$ cat src/rtl/elevator_request_buffer_if.sv
// Request-buffer bus: car position/status and raw buttons in, latched calls and summaries out.
interface elevator_request_buffer_if #(
    parameter int unsigned NUM_FLOORS = 8,
    parameter int unsigned FLOOR_W    = 3,
    parameter int unsigned STATUS_W   = 4,
    parameter int unsigned CNT_W      = 4
);
    logic [FLOOR_W-1:0]    floor;
    logic [STATUS_W-1:0]   status;
    logic                  dir_up;
    logic [NUM_FLOORS-1:0] upcall_input;
    logic [NUM_FLOORS-1:0] downcall_input;
    logic [NUM_FLOORS-1:0] floor_btn_input;
    logic [NUM_FLOORS-1:0] upcall;
    logic [NUM_FLOORS-1:0] downcall;
    logic [NUM_FLOORS-1:0] floor_btn;
    logic                  req_above;
    logic                  req_below;
    logic                  req_here;
    logic [CNT_W-1:0]      pending_cnt;
    logic                  served;

    // Driver side: input sync / scheduler environment.
    modport master (
        output floor, status, dir_up, upcall_input, downcall_input, floor_btn_input,
        input  upcall, downcall, floor_btn, req_above, req_below, req_here, pending_cnt, served
    );

    // Request buffer side.
    modport slave (
        input  floor, status, dir_up, upcall_input, downcall_input, floor_btn_input,
        output upcall, downcall, floor_btn, req_above, req_below, req_here, pending_cnt, served
    );
endinterface

$ cat src/rtl/elevator_request_buffer.sv
// Hall-call / car-call request latch. Captures button rising edges, holds them until the
// car serves the floor with the door open, and summarises pending work for the scheduler.
module elevator_request_buffer #(
    parameter int unsigned NUM_FLOORS   = 8,
    parameter int unsigned FLOOR_W      = 3,
    parameter int unsigned STATUS_W     = 4,
    parameter int unsigned ST_DOOR_OPEN = 7,
    parameter int unsigned DIR_AWARE    = 1,
    parameter int unsigned CANCEL_EN    = 1,
    parameter int unsigned CNT_W        = 4
) (
    input logic                        clk,
    input logic                        rst,
    elevator_request_buffer_if.slave   bus
);

    logic [NUM_FLOORS-1:0] r_upcall, r_downcall, r_floor_btn;
    logic [NUM_FLOORS-1:0] r_up_prev, r_dn_prev, r_btn_prev;
    logic                  r_served;

    logic [NUM_FLOORS-1:0] w_up_press, w_dn_press, w_btn_press;
    logic [NUM_FLOORS-1:0] w_here_mask, w_above_mask, w_below_mask;
    logic [NUM_FLOORS-1:0] w_any;
    logic [NUM_FLOORS-1:0] w_up_clr, w_dn_clr, w_btn_clr, w_btn_cancel;
    logic [NUM_FLOORS-1:0] w_upcall_d, w_downcall_d, w_floor_btn_d;
    logic                  w_floor_ok, w_door_open, w_served_d;
    logic                  w_req_above, w_req_below, w_req_here;
    logic [CNT_W-1:0]      w_cnt;

    // Position decode: one-hot here, thermometer above/below; all zero for an out-of-range floor.
    always_comb begin
        w_floor_ok   = (32'(bus.floor) < NUM_FLOORS);
        w_door_open  = w_floor_ok && (bus.status == STATUS_W'(ST_DOOR_OPEN));
        w_here_mask  = '0;
        w_above_mask = '0;
        w_below_mask = '0;
        for (int unsigned i = 0; i < NUM_FLOORS; i++) begin
            w_here_mask[i]  = w_floor_ok && (i == 32'(bus.floor));
            w_above_mask[i] = w_floor_ok && (i > 32'(bus.floor));
            w_below_mask[i] = w_floor_ok && (i < 32'(bus.floor));
        end
    end

    // Summaries from the registered request state.
    always_comb begin
        w_any       = r_upcall | r_downcall | r_floor_btn;
        w_req_above = |(w_any & w_above_mask);
        w_req_below = |(w_any & w_below_mask);
        w_req_here  = |(w_any & w_here_mask);
        w_cnt       = '0;
        for (int unsigned i = 0; i < NUM_FLOORS; i++) begin
            w_cnt = w_cnt + CNT_W'(w_any[i]);
        end
    end

    // Edge detect, door-open clearing, cancel, and next-state request vectors.
    always_comb begin
        w_up_press  = bus.upcall_input & ~r_up_prev;
        w_dn_press  = bus.downcall_input & ~r_dn_prev;
        w_btn_press = bus.floor_btn_input & ~r_btn_prev;

        w_btn_clr = w_door_open ? w_here_mask : '0;
        w_up_clr  = '0;
        w_dn_clr  = '0;
        if (DIR_AWARE != 0) begin
            // Keep the opposite-direction hall call while work remains on that side.
            if (w_door_open && (bus.dir_up || !w_req_above)) w_up_clr = w_here_mask;
            if (w_door_open && (!bus.dir_up || !w_req_below)) w_dn_clr = w_here_mask;
        end else begin
            w_up_clr = w_btn_clr;
            w_dn_clr = w_btn_clr;
        end

        w_btn_cancel = (CANCEL_EN != 0) ? (w_btn_press & r_floor_btn) : '0;

        // Clear is applied last so a press at the floor being served never latches.
        w_upcall_d    = (r_upcall | w_up_press) & ~w_up_clr;
        w_downcall_d  = (r_downcall | w_dn_press) & ~w_dn_clr;
        w_floor_btn_d = ((r_floor_btn | w_btn_press) & ~w_btn_cancel) & ~w_btn_clr;

        // Only previously latched bits count as served; cancels and suppressed presses do not.
        w_served_d = |((r_upcall & w_up_clr) | (r_downcall & w_dn_clr) |
                       (r_floor_btn & w_btn_clr));
    end

    // State update with synchronous reset; edge history cleared so held buttons re-register.
    always_ff @(posedge clk) begin
        if (rst) begin
            r_upcall    <= '0;
            r_downcall  <= '0;
            r_floor_btn <= '0;
            r_up_prev   <= '0;
            r_dn_prev   <= '0;
            r_btn_prev  <= '0;
            r_served    <= 1'b0;
        end else begin
            r_upcall    <= w_upcall_d;
            r_downcall  <= w_downcall_d;
            r_floor_btn <= w_floor_btn_d;
            r_up_prev   <= bus.upcall_input;
            r_dn_prev   <= bus.downcall_input;
            r_btn_prev  <= bus.floor_btn_input;
            r_served    <= w_served_d;
        end
    end

    assign bus.upcall      = r_upcall;
    assign bus.downcall    = r_downcall;
    assign bus.floor_btn   = r_floor_btn;
    assign bus.req_above   = w_req_above;
    assign bus.req_below   = w_req_below;
    assign bus.req_here    = w_req_here;
    assign bus.pending_cnt = w_cnt;
    assign bus.served      = r_served;

endmodule

$ cat src/flat_wrapper.sv
// flat-port wrapper written by rule: the top's interface ports become plain ports
module elevator_request_buffer_flat 
#(
    parameter int unsigned NUM_FLOORS   = 8,
    parameter int unsigned FLOOR_W      = 3,
    parameter int unsigned STATUS_W     = 4,
    parameter int unsigned ST_DOOR_OPEN = 7,
    parameter int unsigned DIR_AWARE    = 1,
    parameter int unsigned CANCEL_EN    = 1,
    parameter int unsigned CNT_W        = 4
)
  (clk, rst, bus_floor, bus_status, bus_dir_up, bus_upcall_input, bus_downcall_input, bus_floor_btn_input, bus_upcall, bus_downcall, bus_floor_btn, bus_req_above, bus_req_below, bus_req_here, bus_pending_cnt, bus_served);
  elevator_request_buffer_if #(.NUM_FLOORS(NUM_FLOORS), .FLOOR_W(FLOOR_W), .STATUS_W(STATUS_W), .CNT_W(CNT_W)) bus_i ();
  input logic clk;
  input logic rst;
  input wire logic [$bits(bus_i.floor)-1:0] bus_floor;
  input wire logic [$bits(bus_i.status)-1:0] bus_status;
  input wire logic [$bits(bus_i.dir_up)-1:0] bus_dir_up;
  input wire logic [$bits(bus_i.upcall_input)-1:0] bus_upcall_input;
  input wire logic [$bits(bus_i.downcall_input)-1:0] bus_downcall_input;
  input wire logic [$bits(bus_i.floor_btn_input)-1:0] bus_floor_btn_input;
  output wire logic [$bits(bus_i.upcall)-1:0] bus_upcall;
  output wire logic [$bits(bus_i.downcall)-1:0] bus_downcall;
  output wire logic [$bits(bus_i.floor_btn)-1:0] bus_floor_btn;
  output wire logic [$bits(bus_i.req_above)-1:0] bus_req_above;
  output wire logic [$bits(bus_i.req_below)-1:0] bus_req_below;
  output wire logic [$bits(bus_i.req_here)-1:0] bus_req_here;
  output wire logic [$bits(bus_i.pending_cnt)-1:0] bus_pending_cnt;
  output wire logic [$bits(bus_i.served)-1:0] bus_served;
  assign bus_i.floor = bus_floor;
  assign bus_i.status = bus_status;
  assign bus_i.dir_up = bus_dir_up;
  assign bus_i.upcall_input = bus_upcall_input;
  assign bus_i.downcall_input = bus_downcall_input;
  assign bus_i.floor_btn_input = bus_floor_btn_input;
  assign bus_upcall = bus_i.upcall;
  assign bus_downcall = bus_i.downcall;
  assign bus_floor_btn = bus_i.floor_btn;
  assign bus_req_above = bus_i.req_above;
  assign bus_req_below = bus_i.req_below;
  assign bus_req_here = bus_i.req_here;
  assign bus_pending_cnt = bus_i.pending_cnt;
  assign bus_served = bus_i.served;
  elevator_request_buffer #(.NUM_FLOORS(NUM_FLOORS), .FLOOR_W(FLOOR_W), .STATUS_W(STATUS_W), .ST_DOOR_OPEN(ST_DOOR_OPEN), .DIR_AWARE(DIR_AWARE), .CANCEL_EN(CANCEL_EN), .CNT_W(CNT_W)) u_core (.clk(clk), .rst(rst), .bus(bus_i));
endmodule
$ cat config.mk
export PLATFORM = sky130hd
export DESIGN_NAME = elevator_request_buffer_flat
export DESIGN_NICKNAME = d
export VERILOG_FILES = /design/src/rtl/elevator_request_buffer_if.sv /design/src/rtl/elevator_request_buffer.sv /design/src/flat_wrapper.sv
export SDC_FILE = /design/constraint.sdc
export NUM_CORES = 1
export LEC_CHECK = 0
export ABC_AREA = 1
export ABC_CLOCK_PERIOD_IN_PS = 4370
export CAP_MARGIN = 15
export CELL_PAD_IN_SITES_DETAIL_PLACEMENT = 0
export CELL_PAD_IN_SITES_GLOBAL_PLACEMENT = 1
export CORE_ASPECT_RATIO = 1.25
export CORE_MARGIN = 1
export CORE_UTILIZATION = 33
export DETAILED_ROUTE_END_ITERATION = 12
export PLACE_DENSITY = 0.83
export SYNTH_ARGS = -nofsm -noshare
export SYNTH_HDL_FRONTEND = slang
export SYNTH_SLANG_ARGS = --single-unit
$ cat constraint.sdc
create_clock -name clk -period 4.37 [get_ports clk]
set_input_delay 1.311 -clock clk [delete_from_list [all_inputs] [get_ports clk]]
set_output_delay 1.311 -clock clk [all_outputs]
set_load 0.01 [all_outputs]
Word-level counts from Yosys, hierarchy flattened:

Index checks and enable logic that the tools add are counted.

* output and inout bits: 32
* flip-flop bits (word level): 49

* bitwise gates (word level): 28
* add/sub/neg operators: 7
* eq/ne operators: 8
* mux-type cells: 3
* reductions and logical operators: 12
* $lt $le $gt $ge: 14

Operator list (count)
* $and 8x8->8: 13
* $not 8->8: 7
* $or 8x8->8: 7
* $reduce_or 8->1: 4
* $add 4x1->4: 6
* $mux 8: 3
* $eq 3x3->1 const A: 4
* $gt 3x3->1 const A: 4
* $lt 3x3->1 const A: 3
* $and 8x7->8: 1
* $eq 2x3->1 const A: 2
* $gt 2x3->1 const A: 2
* $lt 1x3->1 const A: 2
* $lt 2x3->1 const A: 2
* $eq 4x3->1 const B: 1
* $eq 1x3->1 const A: 1
* $gt 1x3->1 const A: 1
* $logic_not 1->1: 3
* $logic_not 3->1: 1
* $add 1x1->2: 1
* $logic_and 1x1->1: 2
* $logic_or 1x1->1: 2

Logic depth before layout (Yosys ltp):

* depth after elaboration: 12
* mapped depth: 16

Worst setup path before layout:

Ideal clock, no wire load.

* kind: register to output
* start point: reg u_core.r_upcall[1], in the netlist u_core.bus.upcall[1]
* end point: out bus_pending_cnt[2]
* stages on the path, launching flop included: 10
* path buffers: 0
* path slack: 0.245 ns
* data arrival time: 2.814 ns
* cell sequence: dfxtp_1 > nor2_1 > nand2_1 > ha_1 > inv_1 > fa_1 > fa_1 > fa_1 > fa_1 > xnor2_1

* word-level cells in the longest chain between the ends: 9

RTL lines
* from (decl): line elevator_request_buffer.sv:17 `logic [NUM_FLOORS-1:0] r_upcall, r_downcall, r_floor_btn;`
* from (signal assigned): line elevator_request_buffer.sv:97 `r_upcall <= w_upcall_d;`
* $or 8x8->8 (2 in series): line elevator_request_buffer.sv:46 `w_any = r_upcall | r_downcall | r_floor_btn;`
* $add 1x1->2: line elevator_request_buffer.sv:52 `w_cnt = w_cnt + CNT_W'(w_any[i]);`
* $add 4x1->4 (6 in series): line elevator_request_buffer.sv:52
* to (decl): line flat_wrapper.sv:28 `output wire logic [$bits(bus_i.pending_cnt)-1:0] bus_pending_cnt;`

Every way passes these cells.

Final worst setup path:

* start point: reg u_core.r_upcall[1], in the netlist u_core.bus.upcall[1]
* end point: out bus_pending_cnt[1]

Same word-level chain as after synthesis.

==> results_dict.tcl <==
set metrics [dict create \
    irDropWorstVdd_uv 283.9 \
    root_buffer "clkbuf_8" \
    holdPathEnd "u_core.bus.floor_btn[7]" \
    synthArstFlopShare 0 \
    die_w_microns 77.92 \
    routedWlPerCell_microns 11.40 \
    cp_slowest_cell "fa_2" \
    cp-start-kind "register" \
    r2r_setup_slack_ps 2520 \
    final_nets 479 \
    place.gp.congestion 0.8333 \
    drtAntennaViolNets 0 \
    antenna_found_initial 0 \
    area_growth_pct 46.00 \
    pwr_density_cell_mw_per_mm2 349.8 \
    syn_area_sq_mm 0.002377 \
    final_hold_viol_count 0 \
    ys.flop_type "dfxtp_1" \
    cts_tree "built" \
    period_needed_ps 4405 \
    r2r_end "u_core.bus.served" \
    tightest_slew_ps 612.1 \
    hold_path.class "reg2reg" \
    die_h_microns 96.90 \
    required_ps 3060 \
    r2r_start "u_core.bus.upcall[6]" \
    utilization 0.4975 \
    holdWs_ps 553.0 \
    report.final.slew_viol_count 0 \
    crit_fanout 2 \
    syn-num-nets 382 \
    synth_seq_cells 49 \
    drive_above_1_share 0.1572 \
    dr.first_iter.drc_count 73 \
    leakage_uw 0.001708 \
    rows 34 \
    critPathTopFamily "adder cells" \
    synth.distinct_cells 25 \
    drt_pass1_iterations 4 \
    clock_skew_ps 5.902 \
    clk_latency_ps 300 \
    coreArea_sq_mm 0.006977 \
    layoutNonFillerInstCount 529 \
    setup_viol 2 \
    synthTopCellsByCount "84 x nor2_1, 57 x nand2_1, 51 x inv_1" \
    grt_usage 0.1720 \
    critPathCaptureType "primary output" \
    outcome "finished, violations left" \
    path_class "reg2out" \
    pin_count 66 \
    cp_cell_sequence "nor2_4, nand2_2, ha_4, inv_2, fa_1, fa_1, fa_2, fa_2, inv_2, buf_6" \
    clock-sinks 49 \
    period_share 1.008 \
    via_count 2394 \
    cap_violations 0 \
    clockBufferDepth 2 \
    critPathArrivalTime_ps 3090 \
    rsz0062_at_grt "true" \
    diodes 0 \
    grt_pass1_vias 2314 \
    nFillCells 734 \
    drt-total-wl_microns 6029 \
    finalWorstSetupSlack_ps -34.67 \
    synth_top_cell_area_share 0.4126 \
    drcViolationCount 0 \
    hpwlAfterDp_microns 4765 \
    ys.warnings.count 0 \
    htree_levels 2 \
    syn_avg_cell_area_sq_um 6.971 \
    grt_max_degree 27 \
    violations "negative setup slack" \
    grt_overflow 0 \
    yosysSeqAreaShare 0.4126 \
    dieArea_sq_mm 0.007550 \
    synth.area.top_cells "dfxtp_1 41%, nor2_1 13%, nand2_1 9.0%" \
    synth_edf_count 0 \
    multi_input_area_sq_mm 0.001174 \
    p_total_uw 1214 \
    relSlewSlack 0.5915 \
    start_util 0.3407 \
    synth_top_cell_by_area "dfxtp_1" \
    regArea_sq_um 984.7 \
    yosysMostFrequentCell "nor2_1" \
    vias_per_cell 4.526 \
    cts_buffers 5 \
    cp.buffers_inverters 3 \
    timing.fmax_mhz 227.0 \
    dp.cells 511 \
    grt_first_pass_wirelength_microns 10340 \
    cts.clk_slew.worst_paths_ps 80 \
    critical_path.max_stage_delay_ps 540 \
    hp-start "u_core.bus.floor_btn[7]" \
    syn-instance-count 341 \
    portBuffers 65 \
    setup_tns_ps -49.75 \
    worstHoldPathCells 2 \
    reg2reg_depth 12 \
]
[cell usage in the layout, fill, tap and decap left out, types with 2 or more instances in the layout]
master	instances
buf_4	33
dfxtp_2	3
xor2_1	7
o21ai_0	19
dlymetal6s2s_1	3
a21oi_1	15
clkdlybuf4s50_1	58
nor2_2	4
dfxtp_1	46
ha_1	2
inv_2	4
dlygate4sd2_1	2
fa_2	2
nand3_1	23
nor2_4	2
nor2_1	81
nand2_2	6
nand4_1	2
fa_1	2
clkbuf_8	7
nand2_4	2
inv_1	49
o22ai_1	2
nand2_1	55
[worst max path at each step]
| stage | depth (start not counted) | endpoint | startpoint | slack (ps) |
|---|---|---|---|---|
| 4_1_cts | 10 | bus_pending_cnt[2] | u_core.bus.downcall[1] | -130 |
| 3_5_place_dp | 10 | bus_pending_cnt[2] | u_core.bus.upcall[1] | -300 |
| 5_1_grt | 10 | bus_pending_cnt[1] | u_core.bus.upcall[1] | -170 |
| 6_report | 10 | bus_pending_cnt[1] | u_core.bus.upcall[1] | -30 |
| 3_3_place_gp | 10 | bus_pending_cnt[2] | u_core.bus.upcall[1] | -210 |
| 2_1_floorplan | 9 | bus_pending_cnt[2] | u_core.bus.upcall[1] | 250 |
[worst reg2reg max path, stage by stage (launching register included)]
cell,delay [ps]
dfxtp_1,360
nor3_2,410
nor2_1,70
nor2_1,140
nand2_2,80
buf_4,140
nand2_4,140
nand3_1,110
nand3_1,110
nor2_1,50
nand3_1,70
nand2_1,50
inv_1,70
[registers in the layout, indices dropped and copies added, names as in the netlist]
| register | flops |
|---|---|
| u_core.bus.downcall | 8 |
| u_core.r_up_prev | 8 |
| u_core.r_dn_prev | 8 |
| u_core.bus.floor_btn | 8 |
| u_core.r_btn_prev | 8 |
| u_core.bus.upcall | 8 |
| u_core.bus.served | 1 |
[per-layer routing]
metal / vias up / wire length [microns] / track usage
met5: - / 0 / 0
met4: 0 / 136 / 0.06695
met3: 13 / 182 / 0.03208
met2: 50 / 3065 / 0.2982
met1: 1094 / 2645 / 0.2075
li1: 1237 / - / -
[cell families (layout without fill, tap and decap cells)]
kind of cell             after synthesis  in the layout  share of synthesized area
AO/OA/AOI/OAI                         37             37                    0.08052
XOR/XNOR                               8              8                    0.02947
buffers and inverters                 61            159                     0.1105
AND/OR/NAND/NOR                      179            179                     0.3174
flip-flops                            49             49                     0.4126
adder cells (fa/ha/maj)                7              7                    0.04948
[report_power, final]
part | internal (uW) | total [uW] | switching, uW
logic | 224 | 428 | 204
clock network | 143 | 287 | 144
registers | 478 | 499 | 21.0
total | 845 | 1210 | 369
[metrics by stage]
step | setup WS (ps) | area [sq um]
6_report | -34.67 | 3471
5_1_grt | -174.3 | 3471
4_1_cts | -132.4 | 3438
3_5_place_dp | -295.5 | 3249
3_3_place_gp | -207.5 | 3249
2_1_floorplan | 245.0 | 2377
[repair_timing]
action / in CTS / in global routing
pin swaps: 8 / 7
gates resized for setup: 20 / 9
setup endpoints to repair: 4 / 7
hold buffers: 0 / 0
buffers inserted: 9 / 1
[area by class of cell]
cell class / count / share of cell area
clock inverter: 1 / 0.001442
tap: 90 / 0.03244
multi-input combinational: 231 / 0.3381
inverter: 53 / 0.05732
timing repair buffer: 98 / 0.2592
sequential: 49 / 0.2837
clock buffer: 7 / 0.02776
No activity file was read; power rests on OpenSTA's default activity.
